`config.mk`:
```
export PLATFORM = sky130hd
export DESIGN_NAME = write_buffer_nway
export DESIGN_NICKNAME = d
export VERILOG_FILES = /design/src/rtl/write_buffer_nway.sv
export SDC_FILE = /design/constraint.sdc
export NUM_CORES = 2
export LEC_CHECK = 0
export ABC_CLOCK_PERIOD_IN_PS = 59800
export CAP_MARGIN = 25
export CORE_UTILIZATION = 28
export CTS_CLUSTER_DIAMETER = 120
export CTS_CLUSTER_SIZE = 8
export DETAILED_ROUTE_END_ITERATION = 8
export PLACE_DENSITY = 0.46
export SLEW_MARGIN = 15
export SYNTH_ARGS = -nofsm -noshare
export SYNTH_HDL_FRONTEND = slang
export SYNTH_SLANG_ARGS = --single-unit
```
`constraint.sdc`:
```
create_clock -name clk -period 59.8 [get_ports clk]
set_input_delay 17.94 -clock clk [delete_from_list [all_inputs] [get_ports clk]]
set_output_delay 17.94 -clock clk [all_outputs]
set_load 0.02 [all_outputs]
```
`src/rtl/write_buffer_nway.sv`:
```
// Multi-entry eviction write buffer between L2 and memory: FIFO of dirty lines with
// write coalescing, read-miss forwarding and a strobe/ack drain to memory.
module write_buffer_nway #(
    parameter int DEPTH  = 4,
    parameter int ADDR_W = 32,
    parameter int LINE_W = 256
) (
    input  logic                         clk,
    input  logic                         rst_n,
    input  logic                         w_req,
    input  logic [ADDR_W-1:0]            w_address,
    input  logic [LINE_W-1:0]            wdata,
    output logic                         w_ack,
    input  logic [ADDR_W-1:0]            r_address,
    output logic                         r_hit,
    output logic [LINE_W-1:0]            r_data,
    output logic                         mem_stb,
    output logic                         mem_we,
    output logic [ADDR_W-1:0]            mem_adr,
    output logic [LINE_W-1:0]            mem_dat,
    input  logic                         mem_ack,
    output logic                         full,
    output logic                         empty,
    output logic [$clog2(DEPTH+1)-1:0]   count
);
    localparam int PTR_W = $clog2(DEPTH);
    localparam int CNT_W = $clog2(DEPTH + 1);
    localparam logic [CNT_W-1:0] CNT_FULL = CNT_W'(DEPTH);
    localparam logic [0:0] ST_IDLE = 1'b0;
    localparam logic [0:0] ST_XFER = 1'b1;

    logic [DEPTH-1:0]   valid_reg;
    logic [ADDR_W-1:0]  addr_mem [DEPTH];
    logic [LINE_W-1:0]  data_mem [DEPTH];
    logic [PTR_W-1:0]   head_reg, tail_reg;
    logic [CNT_W-1:0]   count_reg, count_next;
    logic [0:0]         state_reg;
    logic               w_ack_reg, mem_stb_reg;
    logic [ADDR_W-1:0]  mem_adr_reg;
    logic [LINE_W-1:0]  mem_dat_reg;

    logic [DEPTH-1:0]   w_match, r_match;
    logic               in_flight, accept, co_hit;
    logic [PTR_W-1:0]   co_idx, fwd_idx;
    logic               do_coalesce, do_alloc, do_pop, do_start;
    logic [LINE_W-1:0]  head_dat_next;

    assign in_flight = (state_reg == ST_XFER);

    // The head being transferred is excluded from coalescing so memory sees a stable line.
    genvar gi;
    generate
        for (gi = 0; gi < DEPTH; gi++) begin : g_cmp
            assign w_match[gi] = valid_reg[gi] && (addr_mem[gi] == w_address) &&
                                 !(in_flight && (head_reg == PTR_W'(gi)));
            assign r_match[gi] = valid_reg[gi] && (addr_mem[gi] == r_address);
        end
    endgenerate

    always_comb begin
        co_hit = 1'b0;
        co_idx = '0;
        for (int i = 0; i < DEPTH; i++) begin
            if (w_match[i]) begin
                co_hit = 1'b1;
                co_idx = PTR_W'(i);
            end
        end
    end

    assign accept      = w_req && !w_ack_reg;
    assign do_coalesce = accept && co_hit;
    assign do_alloc    = accept && !co_hit && (count_reg != CNT_FULL);
    assign do_pop      = in_flight && mem_ack;
    assign do_start    = !in_flight && (count_reg != '0);

    // A coalesce into the head on the edge the transfer starts must reach memory.
    assign head_dat_next = (do_coalesce && (co_idx == head_reg)) ? wdata : data_mem[head_reg];

    // Walk oldest to newest so the last match is the one closest to tail.
    always_comb begin
        r_hit   = 1'b0;
        r_data  = '0;
        fwd_idx = '0;
        for (int k = 0; k < DEPTH; k++) begin
            fwd_idx = head_reg + PTR_W'(k);
            if (r_match[fwd_idx]) begin
                r_hit  = 1'b1;
                r_data = data_mem[fwd_idx];
            end
        end
    end

    always_comb begin
        count_next = count_reg;
        if (do_alloc && !do_pop)
            count_next = count_reg + CNT_W'(1);
        else if (!do_alloc && do_pop)
            count_next = count_reg - CNT_W'(1);
    end

    always_ff @(posedge clk) begin
        for (int i = 0; i < DEPTH; i++) begin
            if ((do_alloc && (tail_reg == PTR_W'(i))) || (do_coalesce && (co_idx == PTR_W'(i)))) begin
                addr_mem[i] <= w_address;
                data_mem[i] <= wdata;
            end
        end
    end

    always_ff @(posedge clk or negedge rst_n) begin
        if (!rst_n) begin
            valid_reg   <= '0;
            head_reg    <= '0;
            tail_reg    <= '0;
            count_reg   <= '0;
            state_reg   <= ST_IDLE;
            w_ack_reg   <= 1'b0;
            mem_stb_reg <= 1'b0;
            mem_adr_reg <= '0;
            mem_dat_reg <= '0;
        end else begin
            w_ack_reg <= do_coalesce || do_alloc;
            count_reg <= count_next;
            if (do_alloc) begin
                valid_reg[tail_reg] <= 1'b1;
                tail_reg            <= tail_reg + PTR_W'(1);
            end
            if (do_pop) begin
                valid_reg[head_reg] <= 1'b0;
                head_reg            <= head_reg + PTR_W'(1);
                state_reg           <= ST_IDLE;
                mem_stb_reg         <= 1'b0;
            end else if (do_start) begin
                state_reg   <= ST_XFER;
                mem_stb_reg <= 1'b1;
                mem_adr_reg <= addr_mem[head_reg];
                mem_dat_reg <= head_dat_next;
            end
        end
    end

    assign w_ack   = w_ack_reg;
    assign mem_stb = mem_stb_reg;
    assign mem_we  = mem_stb_reg;
    assign mem_adr = mem_adr_reg;
    assign mem_dat = mem_dat_reg;
    assign count   = count_reg;
    assign full    = (count_reg == CNT_FULL);
    assign empty   = (count_reg == '0);

endmodule

```
==> insert_results.sql <==
INSERT INTO impl_metrics (metric_group, metric, value, unit) VALUES
('clock_tree', 'clockRootBuffer', 'clkbuf_16', ''),
('worst_hold_path', 'hold_path_depth', '1', ''),
('die', 'die_x', '553.0', 'um'),
('timing', 'fmaxAchievable', '23.69', 'MHz'),
('synth', 'synth_enable_flop_cells', '1152', ''),
('timing', 'hold-worst-slack', '0.5037', 'ns'),
('cells_and_area', 'final_layout_size_suffix_gt1_frac', '0.1259', ''),
('timing', 'report.final.setup_viol', '0', ''),
('global_route', 'first_global_vias', '66610', ''),
('timing', 'timing.final.crit_share', '0.7058', ''),
('pwr', 'internal_power', '0.003286', 'W'),
('global_route', 'pin_count_of_the_biggest_net_entering_global_routing', '165', ''),
('clock_tree', 'clk_pin_slew_worst_paths', '0.05', 'ns'),
('run_status', 'outcome', 'complete, no violations', ''),
('drt', 'routed-via-count', '66970', ''),
('worst_hold_path', 'min_to', 'mem_dat[104]', ''),
('synth', 'synth-seq-area-share', '0.4956', ''),
('synth', 'synth_top_flop_cell', 'edfxtp_1', ''),
('die', 'floorplan.io_pins', '877', ''),
('die', 'floorplan.initialDensity', '0.2826', ''),
('clock_tree', 'hold_fix_buffers_cts', '0', ''),
('synth', 'yosysWarningCount', '0', ''),
('drt', 'drt.antenna.violating_nets', '0', ''),
('worst_setup_path', 'timing.setup.critical_path_class', 'in2out', ''),
('clock_tree', 'worst_skew_pair.late_latency', '0.90', 'ns'),
('synth', 'synth_most_common_cell', 'edfxtp_1', ''),
('clock_tree', 'ctsLongestPathBuffers', '4', ''),
('worst_setup_path', 'cp-start-kind', 'input port', ''),
('timing', 'post-route-min-period', '42.21', 'ns'),
('worst_setup_path', 'cp.arrival', '24.27', 'ns'),
('pwr', 'share_clk_of_total_power', '0.197', ''),
('clock_tree', 'post-cts-setup-buffer-count', '0', ''),
('pwr', 'net_load_switching_power', '0.002445', 'W'),
('placed_design', 'routabilityCongestion', '0.8925', ''),
('pwr', 'irDropWorstVdd', '0.00006735', 'V'),
('die', 'placementRows', '201', ''),
('synth', 'synth_seq_cells', '1453', ''),
('cells_and_area', 'area_delta_synth_final', '21.20', '%'),
('drt', 'routed_wirelength', '345.3', 'mm'),
('placed_design', 'hpwlAfterDp', '215.3', 'mm'),
('cells_and_area', 'design.final.nets', '7887', ''),
('drt', 'viasPerCell', '5.725', ''),
('global_route', 'wire_length_of_the_first_global_routing_pass', '494.4', 'mm'),
('timing', 'setup-tns-final', '0', 'ns'),
('clock_tree', 'cts_tree', 'done', ''),
('drt', 'detail_route.first_pass.iterations', '5', ''),
('worst_setup_path', 'setup.reg_to_reg.worst_slack', '51.66', 'ns'),
('worst_setup_path', 'worstSetupEndpointType', 'output port', ''),
('timing', 'final_max_slew_viol_count', '0', ''),
('die', 'die_height', '553.0', 'um'),
('clock_tree', 'h-tree-depth', '4', ''),
('timing', 'timing.clock.skew', '0.08263', 'ns'),
('global_route', 'antenna_violations_before_repair', '33', ''),
('synth', 'synth.area.mux_share', '0.2053', ''),
('worst_hold_path', 'min-delay-start', 'mem_dat[104]', ''),
('worst_hold_path', 'worst_hold_path_type', 'reg2reg', ''),
('worst_setup_path', 'worst-r2r-cell-count', '14', ''),
('worst_setup_path', 'timing.critical_path.fanout_max', '78', ''),
('placed_design', 'port_buf_inserts', '876', ''),
('synth', 'synthTopCellsByArea', 'edfxtp_1 41%, mux2i_1 9.0%, dfrtp_1 8.9%', ''),
('synth', 'yosys.area.top_type_share', '0.4070', ''),
('clock_tree', 'clock_sink_count', '1453', ''),
('worst_setup_path', 'worst-endpoint-required', '41.86', 'ns'),
('die', 'floorplan.core_area', '300800', 'um^2'),
('synth', 'yosysUniqueCellTypes', '60', ''),
('synth', 'post_synth_fa_ha_maj_area_fraction', '0.001560', ''),
('worst_setup_path', 'reg2reg_to', 'data_mem[2][160]', ''),
('synth', 'synth_compound_area_frac', '0.1754', ''),
('pwr', 'seqPwrFrac', '0.265', ''),
('synth', 'postSynthCellCount', '7091', ''),
('drt', 'routedWlPerCell', '29.52', 'um');
## worst max-delay path, stage by stage
cell and delay, ns:
clkdlybuf4s50_1 0.62, xnor2_1 0.29, nand4_1 0.16, nor4_2 0.46
nand4_2 0.29, o2111ai_4 0.62, buf_4 0.86, buf_4 0.85
buf_4 0.81, o31ai_1 0.19, a211o_1 0.34, clkdlybuf4s50_1 0.65
## power groups by stage
stage	clock network (W)	logic, W	registers (W)
after detailed placement	0	0.00309	0.00153
after CTS	0.00116	0.00310	0.00152
after floorplan	0	0.00194	0.00170
final	0.00113	0.00308	0.00152
after global routing	0.00120	0.00327	0.00154
after global placement	0	0.00305	0.00153
## logic make-up (layout without fill, tap and decap cells)
logic type                 after synthesis  in the layout
DFF                                   1453           1453
adders and majority gates               10             10
AOI/OAI and AO/OA                     2082           2082
muxes                                 1343           1343
and+or+nand+nor                       1175           1175
buffers and inverters                  765           1392
xor gates and xnor gates               263            263
other                                    0             21
## metal layers
layer | vias to the layer above | track usage | share of wire
met2 | 2647 | 0.3551 | 0.47
met1 | 34720 | 0.2863 | 0.43
met4 | 18 | 0.07422 | 0.034
met5 | - | 0 | 0.00034
met3 | 564 | 0.04060 | 0.066
li1 | 29020 | - | -
## cell usage in the layout (no fill, tap or decap), types with 18 or more instances in the layout
cell / instances
nand2_1: 841
clkdlybuf4s50_1: 875
clkbuf_1: 152
a221o_1: 58
buf_4: 114
a31oi_1: 256
o22ai_1: 254
mux2i_1: 762
a211oi_1: 195
nand4_1: 59
mux4_2: 291
dfrtp_1: 299
o22a_1: 256
edfxtp_1: 1152
mux2_2: 289
xnor2_1: 202
a211o_1: 195
clkbuf_16: 210
diode_2: 21
xor2_1: 59
nor2_1: 209
o21ai_0: 321
buf_12: 18
o31ai_1: 509
## per-stage QoR
step / std cells / instance area, um^2 / setup WS (ns) / utilization / total power [W]
after detailed placement: 11300 / 96890 / 17.71 / 0.3221 / 0.004619
after floorplan: 7091 / 85000 / 18.52 / - / 0.003640
after global routing: 11690 / 103000 / 17.31 / 0.3424 / 0.006011
final: 11700 / 103000 / 17.59 / 0.3425 / 0.005731
after CTS: 11670 / 102900 / 17.64 / 0.3421 / 0.005776
after global placement: 11300 / 96810 / 17.71 / 0.3219 / 0.004581
## cell type report
type	instances	area, um^2
clock buffer	362	5826
timing repair buffer	1012	10080
tap	3958	4952
clock inverter	10	193.9
antenna	21	52.55
fill	29390	197800
inverter	8	37.54
sequential	1453	42130
multi-input combinational	4873	39730
## how the worst max path moves through the flow
stage | startpoint | end | slack, ns | cells past startpoint
finish | r_address[30] | r_data[157] | 17.59 | 12
global route | r_address[30] | r_data[157] | 17.31 | 12
CTS | r_address[30] | r_data[157] | 17.64 | 12
detailed placement | r_address[30] | r_data[157] | 17.71 | 12
global placement | r_address[30] | r_data[151] | 17.71 | 12
floorplan | w_address[20] | addr_mem[0][0] | 18.52 | 7
Note: power is estimated with default switching activity, not from simulation.
